==> config.mk <==
export PLATFORM = sky130hd
export DESIGN_NAME = mem_arbiter_flat
export DESIGN_NICKNAME = d
export VERILOG_FILES = /design/src/rtl/mem_arbiter_if.sv /design/src/rtl/mem_arbiter.sv /design/src/flat_wrapper.sv
export SDC_FILE = /design/constraint.sdc
export NUM_CORES = 1
export LEC_CHECK = 0
export CAP_MARGIN = 20
export CORE_AREA = 2 2 109 111
export CTS_BUF_LIST = sky130_fd_sc_hd__clkbuf_4 sky130_fd_sc_hd__clkbuf_8
export CTS_CLUSTER_DIAMETER = 200
export DETAILED_ROUTE_END_ITERATION = 12
export DIE_AREA = 0 0 111 113
export GPL_TIMING_DRIVEN = 0
export MAX_ROUTING_LAYER = met4
export PLACE_DENSITY = 0.77
export RECOVER_POWER = 25
export SYNTH_ARGS = -nofsm -noshare
export SYNTH_HDL_FRONTEND = slang
export SYNTH_SLANG_ARGS = --single-unit
==> constraint.sdc <==
create_clock -name clk -period 2.12 [get_ports clk]
set_clock_uncertainty 0.2 [all_clocks]
set_input_delay 0.318 -clock clk [delete_from_list [all_inputs] [get_ports clk]]
set_output_delay 0.318 -clock clk [all_outputs]
set_load 0.03 [all_outputs]
==> src/rtl/mem_arbiter_if.sv <==
// Bundles the fetch requester, data requester, memory-side handshake and
// arbiter status into a single bus. The arbiter uses master; the environment uses slave.
interface mem_arbiter_if #(
   parameter int ADDR_W = 32,
   parameter int DATA_W = 32
);
   logic              i_req;
   logic [ADDR_W-1:0] i_addr;
   logic              i_ack;
   logic [DATA_W-1:0] i_rdata;

   logic              d_req;
   logic              d_we;
   logic [ADDR_W-1:0] d_addr;
   logic [DATA_W-1:0] d_wdata;
   logic [3:0]        d_sel;
   logic              d_ack;
   logic [DATA_W-1:0] d_rdata;

   logic              flush;

   logic              m_req;
   logic              m_we;
   logic [ADDR_W-1:0] m_addr;
   logic [DATA_W-1:0] m_wdata;
   logic [3:0]        m_sel;
   logic              m_ack;
   logic [DATA_W-1:0] m_rdata;

   logic              stall_if;
   logic              stall_mem;
   logic              busy;
   logic              err;
   logic              err_src;

   modport master (
      input  i_req, i_addr, d_req, d_we, d_addr, d_wdata, d_sel, flush, m_ack, m_rdata,
      output i_ack, i_rdata, d_ack, d_rdata, m_req, m_we, m_addr, m_wdata, m_sel,
             stall_if, stall_mem, busy, err, err_src
   );

   modport slave (
      output i_req, i_addr, d_req, d_we, d_addr, d_wdata, d_sel, flush, m_ack, m_rdata,
      input  i_ack, i_rdata, d_ack, d_rdata, m_req, m_we, m_addr, m_wdata, m_sel,
             stall_if, stall_mem, busy, err, err_src
   );
endinterface

==> src/rtl/mem_arbiter.sv <==
// Arbitrates a single-port memory between instruction fetch and data access,
// data first, with fetch squashing on flush and timeout abort of hung transactions.
module mem_arbiter #(
   parameter int ADDR_W  = 32,
   parameter int DATA_W  = 32,
   parameter int TIMEOUT = 15
) (
   input logic            clk,
   input logic            rst,
   mem_arbiter_if.master  bus
);
   localparam int CNT_W = (TIMEOUT < 2) ? 1 : $clog2(TIMEOUT + 1);
   localparam logic [CNT_W-1:0] CNT_LAST = CNT_W'(TIMEOUT - 1);

   typedef enum logic [1:0] {IDLE = 2'd0, IBUSY = 2'd1, DBUSY = 2'd2} state_t;

   state_t            r_state;
   state_t            w_state_next;
   logic [CNT_W-1:0]  r_cnt;
   logic              r_kill;
   logic              r_err_src;
   logic              r_m_req;
   logic              r_m_we;
   logic [ADDR_W-1:0] r_m_addr;
   logic [DATA_W-1:0] r_m_wdata;
   logic [3:0]        r_m_sel;

   logic w_take_d;
   logic w_take_i;
   logic w_done;
   logic w_tmo;
   logic w_end;
   logic w_in_d;
   logic w_in_i;

   always_comb begin
      w_state_next = r_state;
      w_take_d     = 1'b0;
      w_take_i     = 1'b0;
      w_done       = 1'b0;
      w_tmo        = 1'b0;
      case (r_state)
         IDLE: begin
            if (bus.d_req) begin
               w_take_d     = 1'b1;
               w_state_next = DBUSY;
            end else if (bus.i_req && !bus.flush) begin
               w_take_i     = 1'b1;
               w_state_next = IBUSY;
            end
         end
         IBUSY, DBUSY: begin
            // A memory ack in the final counted cycle takes precedence over the abort.
            if (bus.m_ack) begin
               w_done       = 1'b1;
               w_state_next = IDLE;
            end else if (r_cnt == CNT_LAST) begin
               w_tmo        = 1'b1;
               w_state_next = IDLE;
            end
         end
         default: w_state_next = IDLE;
      endcase
   end

   assign w_in_d = (r_state == DBUSY);
   assign w_in_i = (r_state == IBUSY);
   assign w_end  = w_done | w_tmo;

   always_ff @(posedge clk) begin
      if (!rst) begin
         r_state   <= IDLE;
         r_cnt     <= '0;
         r_kill    <= 1'b0;
         r_err_src <= 1'b0;
         r_m_req   <= 1'b0;
         r_m_we    <= 1'b0;
         r_m_addr  <= '0;
         r_m_wdata <= '0;
         r_m_sel   <= 4'h0;
      end else begin
         r_state <= w_state_next;
         if (w_take_d) begin
            r_m_req   <= 1'b1;
            r_m_we    <= bus.d_we;
            r_m_addr  <= bus.d_addr;
            r_m_wdata <= bus.d_wdata;
            r_m_sel   <= bus.d_sel;
         end else if (w_take_i) begin
            r_m_req   <= 1'b1;
            r_m_we    <= 1'b0;
            r_m_addr  <= bus.i_addr;
            r_m_wdata <= '0;
            r_m_sel   <= 4'hF;
         end else if (w_end) begin
            r_m_req <= 1'b0;
         end
         if (w_end || r_state == IDLE) r_cnt <= '0;
         else                          r_cnt <= r_cnt + 1'b1;
         // The squashed fetch still drains at the memory; only its ack is hidden.
         if (w_state_next == IDLE)     r_kill <= 1'b0;
         else if (w_in_i && bus.flush) r_kill <= 1'b1;
         if (w_tmo) r_err_src <= w_in_d;
      end
   end

   assign bus.m_req     = r_m_req;
   assign bus.m_we      = r_m_we;
   assign bus.m_addr    = r_m_addr;
   assign bus.m_wdata   = r_m_wdata;
   assign bus.m_sel     = r_m_sel;

   assign bus.d_ack     = w_in_d & w_end;
   assign bus.i_ack     = w_in_i & w_end & ~r_kill & ~bus.flush;
   assign bus.d_rdata   = (bus.d_ack && w_done) ? bus.m_rdata : '0;
   assign bus.i_rdata   = (bus.i_ack && w_done) ? bus.m_rdata : '0;

   assign bus.err       = w_tmo;
   assign bus.err_src   = w_tmo ? w_in_d : r_err_src;
   assign bus.busy      = (r_state != IDLE);
   assign bus.stall_if  = bus.i_req & ~bus.i_ack & ~bus.flush;
   assign bus.stall_mem = bus.d_req & ~bus.d_ack;
endmodule

==> src/flat_wrapper.sv <==
// flat-port wrapper written by rule: the top's interface ports become plain ports
module mem_arbiter_flat 
#(
   parameter int ADDR_W  = 32,
   parameter int DATA_W  = 32,
   parameter int TIMEOUT = 15
)
  (clk, rst, bus_i_req, bus_i_addr, bus_d_req, bus_d_we, bus_d_addr, bus_d_wdata, bus_d_sel, bus_flush, bus_m_ack, bus_m_rdata, bus_i_ack, bus_i_rdata, bus_d_ack, bus_d_rdata, bus_m_req, bus_m_we, bus_m_addr, bus_m_wdata, bus_m_sel, bus_stall_if, bus_stall_mem, bus_busy, bus_err, bus_err_src);
  mem_arbiter_if #(.ADDR_W(ADDR_W), .DATA_W(DATA_W)) bus_i ();
  input logic clk;
  input logic rst;
  input wire logic [$bits(bus_i.i_req)-1:0] bus_i_req;
  input wire logic [$bits(bus_i.i_addr)-1:0] bus_i_addr;
  input wire logic [$bits(bus_i.d_req)-1:0] bus_d_req;
  input wire logic [$bits(bus_i.d_we)-1:0] bus_d_we;
  input wire logic [$bits(bus_i.d_addr)-1:0] bus_d_addr;
  input wire logic [$bits(bus_i.d_wdata)-1:0] bus_d_wdata;
  input wire logic [$bits(bus_i.d_sel)-1:0] bus_d_sel;
  input wire logic [$bits(bus_i.flush)-1:0] bus_flush;
  input wire logic [$bits(bus_i.m_ack)-1:0] bus_m_ack;
  input wire logic [$bits(bus_i.m_rdata)-1:0] bus_m_rdata;
  output wire logic [$bits(bus_i.i_ack)-1:0] bus_i_ack;
  output wire logic [$bits(bus_i.i_rdata)-1:0] bus_i_rdata;
  output wire logic [$bits(bus_i.d_ack)-1:0] bus_d_ack;
  output wire logic [$bits(bus_i.d_rdata)-1:0] bus_d_rdata;
  output wire logic [$bits(bus_i.m_req)-1:0] bus_m_req;
  output wire logic [$bits(bus_i.m_we)-1:0] bus_m_we;
  output wire logic [$bits(bus_i.m_addr)-1:0] bus_m_addr;
  output wire logic [$bits(bus_i.m_wdata)-1:0] bus_m_wdata;
  output wire logic [$bits(bus_i.m_sel)-1:0] bus_m_sel;
  output wire logic [$bits(bus_i.stall_if)-1:0] bus_stall_if;
  output wire logic [$bits(bus_i.stall_mem)-1:0] bus_stall_mem;
  output wire logic [$bits(bus_i.busy)-1:0] bus_busy;
  output wire logic [$bits(bus_i.err)-1:0] bus_err;
  output wire logic [$bits(bus_i.err_src)-1:0] bus_err_src;
  assign bus_i.i_req = bus_i_req;
  assign bus_i.i_addr = bus_i_addr;
  assign bus_i.d_req = bus_d_req;
  assign bus_i.d_we = bus_d_we;
  assign bus_i.d_addr = bus_d_addr;
  assign bus_i.d_wdata = bus_d_wdata;
  assign bus_i.d_sel = bus_d_sel;
  assign bus_i.flush = bus_flush;
  assign bus_i.m_ack = bus_m_ack;
  assign bus_i.m_rdata = bus_m_rdata;
  assign bus_i_ack = bus_i.i_ack;
  assign bus_i_rdata = bus_i.i_rdata;
  assign bus_d_ack = bus_i.d_ack;
  assign bus_d_rdata = bus_i.d_rdata;
  assign bus_m_req = bus_i.m_req;
  assign bus_m_we = bus_i.m_we;
  assign bus_m_addr = bus_i.m_addr;
  assign bus_m_wdata = bus_i.m_wdata;
  assign bus_m_sel = bus_i.m_sel;
  assign bus_stall_if = bus_i.stall_if;
  assign bus_stall_mem = bus_i.stall_mem;
  assign bus_busy = bus_i.busy;
  assign bus_err = bus_i.err;
  assign bus_err_src = bus_i.err_src;
  mem_arbiter #(.ADDR_W(ADDR_W), .DATA_W(DATA_W), .TIMEOUT(TIMEOUT)) u_core (.clk(clk), .rst(rst), .bus(bus_i));
endmodule
# ---- Yosys cells after proc, flatten, opt, wreduce, memory -nomap -nowiden
# Cells that the tools add are included.
dict set report word_totals {
  output_inout_bits 141
  ff_bits 78
  word_cells 69
}
dict set report classes {
  n_addsub 1
  muxes 29
  eq_ne 3
  n_bitwise 13
  n_reduce_logical 14
}
# cell n
set ops {}
lappend ops {{32-bit 2-to-1 mux} 6}
lappend ops {{1-bit 2-to-1 mux} 16}
lappend ops {{2-bit 2-to-1 mux} 4}
lappend ops {{4-bit 2-to-1 mux} 2}
lappend ops {{1-bit AND} 7}
lappend ops {{2-bit OR reduction} 3}
lappend ops {{1-bit inverter} 5}
lappend ops {{4-bit by 1-bit adder with 4-bit output (second input constant)} 1}
lappend ops {{4-bit equality test (second input constant)} 1}
lappend ops {{1-bit logical AND} 4}
lappend ops {{2-bit zero test} 2}
lappend ops {{2-bit case mux with 2 select lines} 1}
lappend ops {{2-bit nonzero test} 2}
lappend ops {{3-bit nonzero test} 1}
lappend ops {{2-bit by 1-bit equality test with 1-bit output (second input constant)} 1}
lappend ops {{2-bit equality test (second input constant)} 1}
lappend ops {{1-bit zero test} 1}
lappend ops {{1-bit logical OR} 1}
lappend ops {{1-bit OR} 1}

# ---- Longest topological paths before layout
# Gate-level depths: netlist of the first run.
dict set report depth {
  depth_word 11
  mapped_depth 8
  ltp_nobuf 6
}

# ---- Worst setup path after synthesis of the first run
# No wires, ideal clock.
dict set report synth_timing {
  kind {register -> output}
  start {register u_core.r_cnt[0]}
  end {output bus_stall_mem}
  arrival_time_ns 1.662
  path_slack_ns -0.060
  required_time_ns 1.602
  stages_incl_launch_ff 7
  cell_sequence {dfxtp_1 inv_1 ha_1 and3_4 o21a_1 and2_1 nor2b_1}
}
dict set report synth_between {
  elab_chain_len 8
}
# item line_no
set synth_lines {}
lappend synth_lines {{start, declared} mem_arbiter.sv:19} ;# logic [CNT_W-1:0] r_cnt;
lappend synth_lines {{start signal, assigned} mem_arbiter.sv:99} ;# else r_cnt <= r_cnt + 1'b1;
lappend synth_lines {{4-bit equality test} mem_arbiter.sv:57} ;# end else if (r_cnt == CNT_LAST) begin
lappend synth_lines {{1-bit 2-to-1 mux} mem_arbiter.sv:57}
lappend synth_lines {{1-bit 2-to-1 mux} mem_arbiter.sv:54} ;# if (bus.m_ack) begin
lappend synth_lines {{1-bit 2-to-1 mux} mem_arbiter.sv:42} ;# case (r_state)
lappend synth_lines {{1-bit OR} mem_arbiter.sv:68} ;# assign w_end = w_done | w_tmo;
lappend synth_lines {{1-bit AND} mem_arbiter.sv:113} ;# assign bus.d_ack = w_in_d & w_end;
lappend synth_lines {{via bus_d_ack} flat_wrapper.sv:24} ;# output wire logic [$bits(bus_i.d_ack)-1:0] bus_d_ack;
lappend synth_lines {{1-bit inverter} mem_arbiter.sv:122} ;# assign bus.stall_mem = bus.d_req & ~bus.d_ack;
lappend synth_lines {{1-bit AND} mem_arbiter.sv:122}
lappend synth_lines {{end, declared} flat_wrapper.sv:32} ;# output wire logic [$bits(bus_i.stall_mem)-1:0] bus_stall_mem;
# The timed path passes the listed nets, and every way through them passes these cells.

# ---- Worst setup path after layout of the first run
dict set report layout_timing {
  start {register u_core.r_state[0]}
  end {output bus_i_rdata[6]}
}
dict set report layout_between {
  elab_chain_len 9
  word_cells_on_any_way 11
  classes_between {eq/ne: 2; mux: 3; bitwise: 4; reduce/logical: 2}
}
# item line_no
set layout_lines {}
lappend layout_lines {{start, declared} mem_arbiter.sv:17} ;# state_t r_state;
lappend layout_lines {{start signal, assigned} mem_arbiter.sv:82} ;# r_state <= w_state_next;
lappend layout_lines {{2-bit by 1-bit equality test with 1-bit output / 2-bit equality test (equally long branches)} {mem_arbiter.sv:42, mem_arbiter.sv:67}}
lappend layout_lines {{2-bit OR reduction} mem_arbiter.sv:42}
lappend layout_lines {{1-bit 2-to-1 mux} mem_arbiter.sv:42}
lappend layout_lines {{1-bit OR} mem_arbiter.sv:68}
lappend layout_lines {{1-bit AND (3 in series)} mem_arbiter.sv:114} ;# assign bus.i_ack = w_in_i & w_end & ~r_kill & ~bus.flush;
lappend layout_lines {{1-bit logical AND (*)} mem_arbiter.sv:116} ;# assign bus.i_rdata = (bus.i_ack && w_done) ? bus.m_rdata : '0;
lappend layout_lines {{32-bit 2-to-1 mux (*)} mem_arbiter.sv:116}
lappend layout_lines {{end, declared} flat_wrapper.sv:23} ;# output wire logic [$bits(bus_i.i_rdata)-1:0] bus_i_rdata;
# Every way passes the cells marked *; elsewhere a longest branch is shown, timed or not.

==> run summary, run 1 <==
reg2reg start: u_core.r_state[0]
Die Y-Extent: 113 µm
I/O pin count: 280
Final Cell Area: 7390 µm²
Syn Nets: 573
EDFF count, synth: 0
grt ovf: 0
WP buf/inv: 4
Root Driver: clkbuf_8
via/cell ratio: 4.91
drt wl/cell: 16.9 µm
first-pass GRT wire length: 22.0 mm
Clk Latency, worst-skew pair: 0.35 ns
Tot GR Track Use: 22.5%
Slew headroom: 60.0%
vias: 4318
LEAKAGE: 3.32 nW
layout net count: 877
Post-DRT Antenna Nets: 0
hold slack: 0.301 ns
RD Place Congestion: 0.851
share of cells above drive strength 1: 27.8%
sequence of cells on the critical path: inv_4, ha_4, nand2_4, nor2_4, buf_6, buf_8, and2_4, buf_6
DRC Markers: 0
Yosys reg bits: 78
Simple-Gate Fraction of Synth Area: 30.8%
core area: 11300 µm²
biggest area consumer among synthesized cells: dfxtp_1
Post-Syn Area per Cell: 8.65 µm²
highest clock rate: 431 MHz
commonest non-fill, non-tap cell in the layout: clkdlybuf4s50_1
Pwr Density: 558 nW/µm²
dpl hpwl: 11.2 mm
CTS tree: done
worst-margin pin slew: 0.600 ns
crit-path max FO: 6
final setup violation count: 67
Critical path origin: u_core.r_state[0]
failing checks: setup timing
total CTS buffers: 9
Synth Cell Area: 3700 µm²
required time of the critical path: 1.60 ns
Synth Area in XOR/XNOR: 0.473%
RSZ-0062 raised after global routing: true
Largest delay share family, worst path: buffers and inverters
initial DRC count: 178
hold path startpoint: u_core.bus.m_addr[2]
largest family of logic cells by synthesized area: simple AND/OR/NAND/NOR gates
YS warnings: 0
arrival time worst endpoint: 1.80 ns
# port buffers: 278
initial antenna violation count: 0
Fin. Hold Viols: 0
top post-synthesis cells by area: dfxtp_1 (42%), and2_1 (11%), o211a_1 (8.7%), nand2_1 (7.0%), a22oi_1 (6.7%)
Die Footprint: 12500 µm²
number of max-cap violations: 0
Initial Utilization: 32.8%
Slew Viols, Final: 0
H-tree Lvls: 3
placed instance area: 6670 µm²
Synth Area in Compound Gates: 18.8%
Top cell by count, worst path: buf_6
Yosys cell types: 31
vias in the first global route: 4351
Worst-path clk slew: 0.08 ns
Pre-antenna DRT Iters: 4
worst setup path category: reg2out
largest net degree at the start of global routing: 15
critical path's slowest cell: dfxtp_2
status: complete, but fails checks
time the worst path needs with I/O delays and setup: 2.32 ns
Most used DFF post-synth: dfxtp_1
Seq/Total Area, Yosys: 42.2%
Hold Path Class: reg2reg
Peak VDD IR: 0.298 mV
critical path startpoint category: flop
Detailed Route WL: 14.8 mm
setup ws final: -0.199 ns
area delta synth->final: 99.5%
CP Capture Type: output pin
top cell type's share of synthesized area: 42.2%
Longest Clk Path Bufs: 2
asr flop ratio synth: 0%
clk sinks: 78
Post-Synth Adder-Cell Area: 2.03%
Fill cells: 926
ant diodes: 0
Die Wd: 111 µm
Rows: 39
cells after synthesis: 428
max incr delay on CP: 0.37 ns
most frequent cells in the layout: clkdlybuf4s50_1 (207), dfxtp_1 (74), buf_6 (72)
mux cell area share after synthesis: 0.304%
Final Cycle Share: 109%
-- metal layers --
layer / GRT usage, % / vias up / share of wire (%)
met5: - / - / 0
met4: 8.17 / 0 / 2.9
met3: 6.59 / 28 / 6.8
met2: 41.6 / 190 / 53
met1: 22.7 / 2029 / 37
li1: - / 2071 / -
-- cell families (layout without fill, tap and decap cells) --
family | after synthesis | after routing
muxes | 1 | 1
and+or+nand+nor | 218 | 218
buffers and inverters | 41 | 350
AOI/OAI and AO/OA | 82 | 82
xor gates and xnor gates | 2 | 2
adders and majority gates | 6 | 6
DFF | 78 | 78
-- worst register-to-register path, delay by kind of cell (launching register included) --
family | cells | cell delay (ns)
and+or+nand+nor | 3 | 0.53
buffers and inverters | 2 | 0.49
DFF | 1 | 0.37
adders and majority gates | 1 | 0.18
AOI/OAI and AO/OA | 1 | 0.17
-- sequential cells by signal, summed over array words and instances, names as in the netlist --
register / flops
u_core.r_err_src: 1
u_core.r_state: 2
u_core.r_kill: 1
u_core.bus.m_addr: 32
u_core.bus.m_we: 1
u_core.bus.m_sel: 4
u_core.bus.m_req: 1
u_core.bus.m_wdata: 32
u_core.r_cnt: 4
-- final timing paths --
check	end	slack, ns	cells after the start
setup / recovery	bus_i_rdata[6]	-0.20	8
hold / removal	u_core.bus.m_addr[2]	0.30	1
setup reg to reg	u_core.bus.m_addr[1]	0.13	7
hold reg to reg	u_core.bus.m_addr[2]	0.30	1
-- cells in the mapped netlist (2+ instances only) --
| master | count |
|---|---|
| inv_1 | 6 |
| and2_1 | 67 |
| nor2b_1 | 36 |
| dfxtp_1 | 78 |
| buf_4 | 5 |
| o221a_2 | 4 |
| o21a_1 | 2 |
| ha_1 | 6 |
| a21oi_1 | 4 |
| buf_6 | 2 |
| clkbuf_1 | 19 |
| buf_2 | 9 |
| a31oi_1 | 2 |
| o211a_1 | 32 |
| nand3_1 | 35 |
| nor2_1 | 6 |
| a22oi_1 | 33 |
| nand2_1 | 69 |
-- cell type report --
class	instances	area, µm²	area share (%)
buffer	35	244	3.30
sequential	78	1570	21.2
multi-input combinational	309	2170	29.3
timing repair buffer	293	3020	40.9
tap	143	179	2.42
clock inverter	6	43.8	0.593
inverter	6	27.5	0.373
clock buffer	10	138	1.86
-- through the flow --
step	cells	total power (W)	setup TNS [ns]	utilization [%]	setup slack [ns]
2_1_floorplan	428	0.00239	0	-	0.0531
3_3_place_gp	849	0.00304	-50.43	59.2	-0.804
3_5_place_dp	849	0.00307	-52.20	59.2	-0.823
4_1_cts	876	0.00414	-8.92	64.3	-0.172
5_1_grt	880	0.00433	-15.09	65.5	-0.261
6_report	880	0.00412	-10.38	65.5	-0.199
-- what timing repair did --
action,CTS,global route
setup endpoints to repair,96,72
hold endpoints to repair,0,0
gates cloned,3,1
resized for setup,563,44
pin swaps,29,17
setup buffers,8,3
hold buffers,0,0
-- power by group --
part / internal [W] / total (W) / switching (W)
clock network: 0.000463 / 0.00102 / 0.000558
registers: 0.00160 / 0.00167 / 0.0000731
logic: 0.000704 / 0.00143 / 0.000728
total: 0.00276 / 0.00412 / 0.00136
Note: power is estimated with default switching activity, not from simulation.
==> run 2: changes to the inputs <==
--- a/config.mk
+++ b/config.mk
@@ -15,6 +15,7 @@
 export MAX_ROUTING_LAYER = met4
 export PLACE_DENSITY = 0.77
 export RECOVER_POWER = 25
+export SLEW_MARGIN = 40
 export SYNTH_ARGS = -nofsm -noshare
 export SYNTH_HDL_FRONTEND = slang
 export SYNTH_SLANG_ARGS = --single-unit
==> results of run 2 <==
The final DEF is identical to that of run 1; final timing and power are the same.
